**config.mk**
```make
export PLATFORM = sky130hd
export DESIGN_NAME = mult32u_share_arbiter
export DESIGN_NICKNAME = d
export VERILOG_FILES = /design/src/rtl/mult32u_share_arbiter.sv
export SDC_FILE = /design/constraint.sdc
export NUM_CORES = 1
export LEC_CHECK = 0
export CAP_MARGIN = 20
export CORE_AREA = 5 5 179 181
export DETAILED_ROUTE_END_ITERATION = 8
export DIE_AREA = 0 0 184 186
export DONT_BUFFER_PORTS = 1
export GPL_TIMING_DRIVEN = 0
export PLACE_DENSITY = 0.3
export SKIP_LAST_GASP = 1
export SLEW_MARGIN = 10
export SYNTH_ARGS = -nofsm -noshare
export SYNTH_HDL_FRONTEND = slang
export SYNTH_SLANG_ARGS = --single-unit
```
**constraint.sdc**
```tcl
create_clock -name clk_i -period 3.1 [get_ports clk_i]
set_clock_uncertainty 0.1 [all_clocks]
set_input_delay 0.465 -clock clk_i [delete_from_list [all_inputs] [get_ports clk_i]]
set_output_delay 0.465 -clock clk_i [all_outputs]
set_load 0.05 [all_outputs]
```
**src/rtl/mult32u_share_arbiter.sv**
```systemverilog
// Round-robin front end for one shared pipelined 32x32 unsigned multiplier.
// Grants at most one requester per cycle. The grant's ID travels down a tag pipeline
// that is as deep as the multiplier latency. When the tag leaves the pipeline, the
// product on mul_p_i is returned to the requester that issued the operation.
module mult32u_share_arbiter #(
  parameter int unsigned NumReq  = 4,
  parameter int unsigned Latency = 2,
  parameter int unsigned IdW     = 2
) (
  input  logic                           clk_i,
  input  logic                           rst_i,
  input  logic                           hold_i,
  input  logic [NumReq-1:0]              req_valid_i,
  output logic [NumReq-1:0]              req_ready_o,
  input  logic [NumReq*32-1:0]           req_a_i,
  input  logic [NumReq*32-1:0]           req_b_i,
  output logic [31:0]                    mul_a_o,
  output logic [31:0]                    mul_b_o,
  input  logic [63:0]                    mul_p_i,
  output logic [NumReq-1:0]              rsp_valid_o,
  output logic [IdW-1:0]                 rsp_id_o,
  output logic [63:0]                    rsp_product_o,
  output logic [$clog2(Latency+1)-1:0]   inflight_o
);

  localparam int unsigned InflW = $clog2(Latency + 1);

  logic [IdW-1:0]                rr_ptr_q, rr_ptr_d;
  logic [Latency-1:0]            tag_vld_q, tag_vld_d;
  logic [Latency-1:0][IdW-1:0]   tag_id_q, tag_id_d;
  logic [InflW-1:0]              inflight_q, inflight_d;

  logic           grant_found;
  logic [IdW-1:0] grant_id;
  logic           fire;
  logic           rsp_fire;

  // Round-robin search: first valid requester at or after rr_ptr, wrapping.
  always_comb begin
    grant_found = 1'b0;
    grant_id    = '0;
    for (int unsigned k = 0; k < NumReq; k++) begin
      if (!grant_found && req_valid_i[(32'(rr_ptr_q) + k) % NumReq]) begin
        grant_found = 1'b1;
        grant_id    = IdW'((32'(rr_ptr_q) + k) % NumReq);
      end
    end
  end

  assign fire        = grant_found & ~hold_i & ~rst_i;
  assign req_ready_o = fire ? (NumReq'(1) << grant_id) : '0;

  // Operand mux; zero when idle so the multiplier registers see a quiet bus.
  always_comb begin
    mul_a_o = '0;
    mul_b_o = '0;
    for (int unsigned i = 0; i < NumReq; i++) begin
      if (fire && (grant_id == IdW'(i))) begin
        mul_a_o = req_a_i[32*i +: 32];
        mul_b_o = req_b_i[32*i +: 32];
      end
    end
  end

  // Pointer moves just past the winner; it stays frozen when nothing issues.
  always_comb begin
    rr_ptr_d = rr_ptr_q;
    if (fire) begin
      rr_ptr_d = (grant_id == IdW'(NumReq - 1)) ? '0 : grant_id + IdW'(1);
    end
  end

  // Tag pipeline shifts every cycle; the multiplier has no back-pressure.
  always_comb begin
    tag_vld_d    = tag_vld_q;
    tag_id_d     = tag_id_q;
    tag_vld_d[0] = fire;
    tag_id_d[0]  = grant_id;
    for (int unsigned k = 1; k < Latency; k++) begin
      tag_vld_d[k] = tag_vld_q[k-1];
      tag_id_d[k]  = tag_id_q[k-1];
    end
  end

  // Reset masks a tag that is in the last stage, so discarded ops never pulse.
  assign rsp_fire      = tag_vld_q[Latency-1] & ~rst_i;
  assign rsp_valid_o   = rsp_fire ? (NumReq'(1) << tag_id_q[Latency-1]) : '0;
  assign rsp_id_o      = rsp_fire ? tag_id_q[Latency-1] : '0;
  assign rsp_product_o = mul_p_i;

  // Outstanding-op count: an issue and a return in the same cycle cancel out.
  always_comb begin
    inflight_d = inflight_q;
    case ({fire, rsp_fire})
      2'b10:   inflight_d = inflight_q + InflW'(1);
      2'b01:   inflight_d = inflight_q - InflW'(1);
      default: inflight_d = inflight_q;
    endcase
  end

  assign inflight_o = inflight_q;

  // State registers with synchronous reset.
  always_ff @(posedge clk_i) begin
    if (rst_i) begin
      rr_ptr_q   <= '0;
      tag_vld_q  <= '0;
      tag_id_q   <= '0;
      inflight_q <= '0;
    end else begin
      rr_ptr_q   <= rr_ptr_d;
      tag_vld_q  <= tag_vld_d;
      tag_id_q   <= tag_id_d;
      inflight_q <= inflight_d;
    end
  end

endmodule

```
==> results.cfg <==
[global_routing]
grt_pass1_vias = 3649
grt_max_degree = 11
antenna_found_initial = 1
grt_overflow = 0
track_usage_pct = 9.58
grt_pass1_wl_um = 24400

[die]
dieWidth_um = 184
die_y_um = 186
rows = 64
core_area_um2 = 30300
initial_utilization_pct = 8.59
io_pins = 467
dieArea_um2 = 34200

[layout]
fillers = 3362
regArea_um2 = 205
final_util_pct = 16.9
n_antenna_cell = 0
final_nets = 723
multi_input_area_um2 = 3050
synthToLayoutAreaGrowth_pct = 97.4
drive_above_1_share_pct = 72.8

[logic_synthesis]
synth_top_area_share_pct = 21.2
yosysTopAreaCell = a221oi_1
synth_flop_cell = dfxtp_1
synth_warnings = 0
synth_edf_count = 0
ys_ff_latch = 10
synthArstFlopShare_pct = 0
synth_cells = 371
synth_area_um2 = 2600
syn_avg_cell_area_um2 = 7.00
yosysUniqueCellTypes = 38
yosysSeqAreaShare_pct = 7.70
synth_commonest_cells = buf_4, nor3_1, a221oi_1, o22ai_1, clkbuf_1
synth_nets = 703
synth_area_leaders = a221oi_1, buf_4, o22ai_1

[placement]
finalWeightedCongestion = 0.784
dpl.hpwl_um = 16400
dpl_worst_slack_ns = -0.884
io_buffers = 0

[timing]
worst_pin_slew_ns = 0.951
clock.fmax_mhz = 325
slew_violations = 0
rsz0062_at_grt = yes
slew_headroom_pct = 36.5
setup_viol = 0
min_period_over_period_pct = 99.3
period_minus_slack_ns = 3.08
hold_violations = 0
fin_tns_setup_ns = 0
whs_ns = 0.227
worst_slack_ns = 0.0206

[routing]
wl_um = 19900
postRouteAntennaNets = 0
firstDrtPassIters = 4
drt_iter0_drc = 105
via_per_inst = 4.33
dr_total_vias = 3397
drcViolationCount = 0
routedWlPerCell_um = 25.3

[worst_setup_path]
required_ns = 2.53
critPathLaunchType = flip-flop
arrival_ns = 2.51
cp_max_fo = 8
end_kind = primary output
worstSetupPathType = reg2out

[run_status]
status = completed

[clock_tree]
root_buffer = clkbuf_16
ctsHtreeMaxLevel = 1
clock_sinks = 10
cts_buffer_depth = 2
clock_latency_ns = 0.23
cts_inserted_buffers = 3
cts_tree = yes
clk_pin_slew_ns = 0.04
hold_buffers = 0

[power_and_ir_drop]
ir_drop_v = 0.000163
leakage_nw = 1.65
total_power_mw = 2.59
p_per_area_nw_per_um2 = 505

[hold_path]
hold_class = in2reg

[job]
cap_violations = 0
==> worst max-delay path: stages, from the launching register on <==
cell       delay [ns]
dfxtp_4          0.36
nor2b_4          0.05
o21a_1           0.20
or3_4            0.36
ha_4             0.19
nand2b_4         0.11
buf_12           0.18
clkbuf_16        0.18
o22ai_2          0.10
nor3_4           0.53
==> cell families (layout without fill, tap and decap cells) <==
kind of cell	Yosys count	after routing	share of synthesized area, %
xor+xnor	2	2	0.674
compound gates	141	141	40.4
fa+ha+maj	5	5	2.41
simple gates	100	100	21.4
buf+inv	113	131	27.4
flops	10	10	7.70
==> state kept, by name, indices dropped and copies added, names as in the netlist <==
register	count
inflight_o	2
rr_ptr_q	2
tag_id_d	2
tag_id_q	2
tag_vld_q	2
==> per-layer routing <==
metal / vias up / share of wire [%] / track usage (%)
li1: 1474 / - / -
met1: 1647 / 35 / 10.7
met2: 256 / 56 / 19.1
met3: 18 / 7.4 / 1.86
met4: 2 / 1.3 / 1.45
met5: - / 0.060 / 0
==> layout make-up <==
class                      instances  share of cell area [%]
tap                              396                    9.66
inverter                           6                   0.439
sequential                        10                    4.00
timing repair buffer              16                    3.90
multi-input combinational        248                    59.5
clock buffer                       3                    1.46
buffer                           106                    21.0
==> worst paths after layout <==
path                                    from       endpoint  slack [ns]  cells after the start
worst min register to register   tag_id_d[3]    tag_id_q[3]        0.35                      1
worst min-delay path                  hold_i   tag_vld_q[0]        0.23                      1
worst max register to register  tag_vld_q[1]  inflight_o[1]        1.55                      4
worst max-delay path             rr_ptr_q[0]     mul_b_o[3]        0.02                      9
==> through the flow <==
step           std cells  cell area, um2
2_1_floorplan        371            3540
3_3_place_gp         767            4040
3_5_place_dp         767            4040
4_1_cts              775            4890
5_1_grt              785            5130
6_report             785            5130
==> cell usage in the layout (no fill, tap or decap), drive strengths merged, types with 2 or more instances in the layout <==
| cell type | instances |
|---|---|
| and3 | 2 |
| nor2b | 10 |
| nor2 | 4 |
| nor3 | 65 |
| ha | 5 |
| nand2b | 4 |
| o22ai | 63 |
| inv | 6 |
| or3 | 2 |
| a21oi | 3 |
| dfxtp | 10 |
| a221oi | 63 |
| a211oi | 2 |
| nor4 | 2 |
| o21ai | 3 |
| clkbuf | 25 |
| buf | 100 |
| and2 | 5 |
==> power by group <==
part	internal, mW	switching (mW)
sequential	0.141	0.0201
clock	0.166	0.0513
combinational	0.804	1.41
total	1.11	1.48
==> repair_timing <==
item | in CTS | in global routing
gates resized for setup | 155 | 33
endpoints found under the setup margin | 66 | 61
gates cloned | 3 | 5
pin swaps | 19 | 34
buffers inserted | 3 | 5
Note: power is estimated with default switching activity, not from simulation.
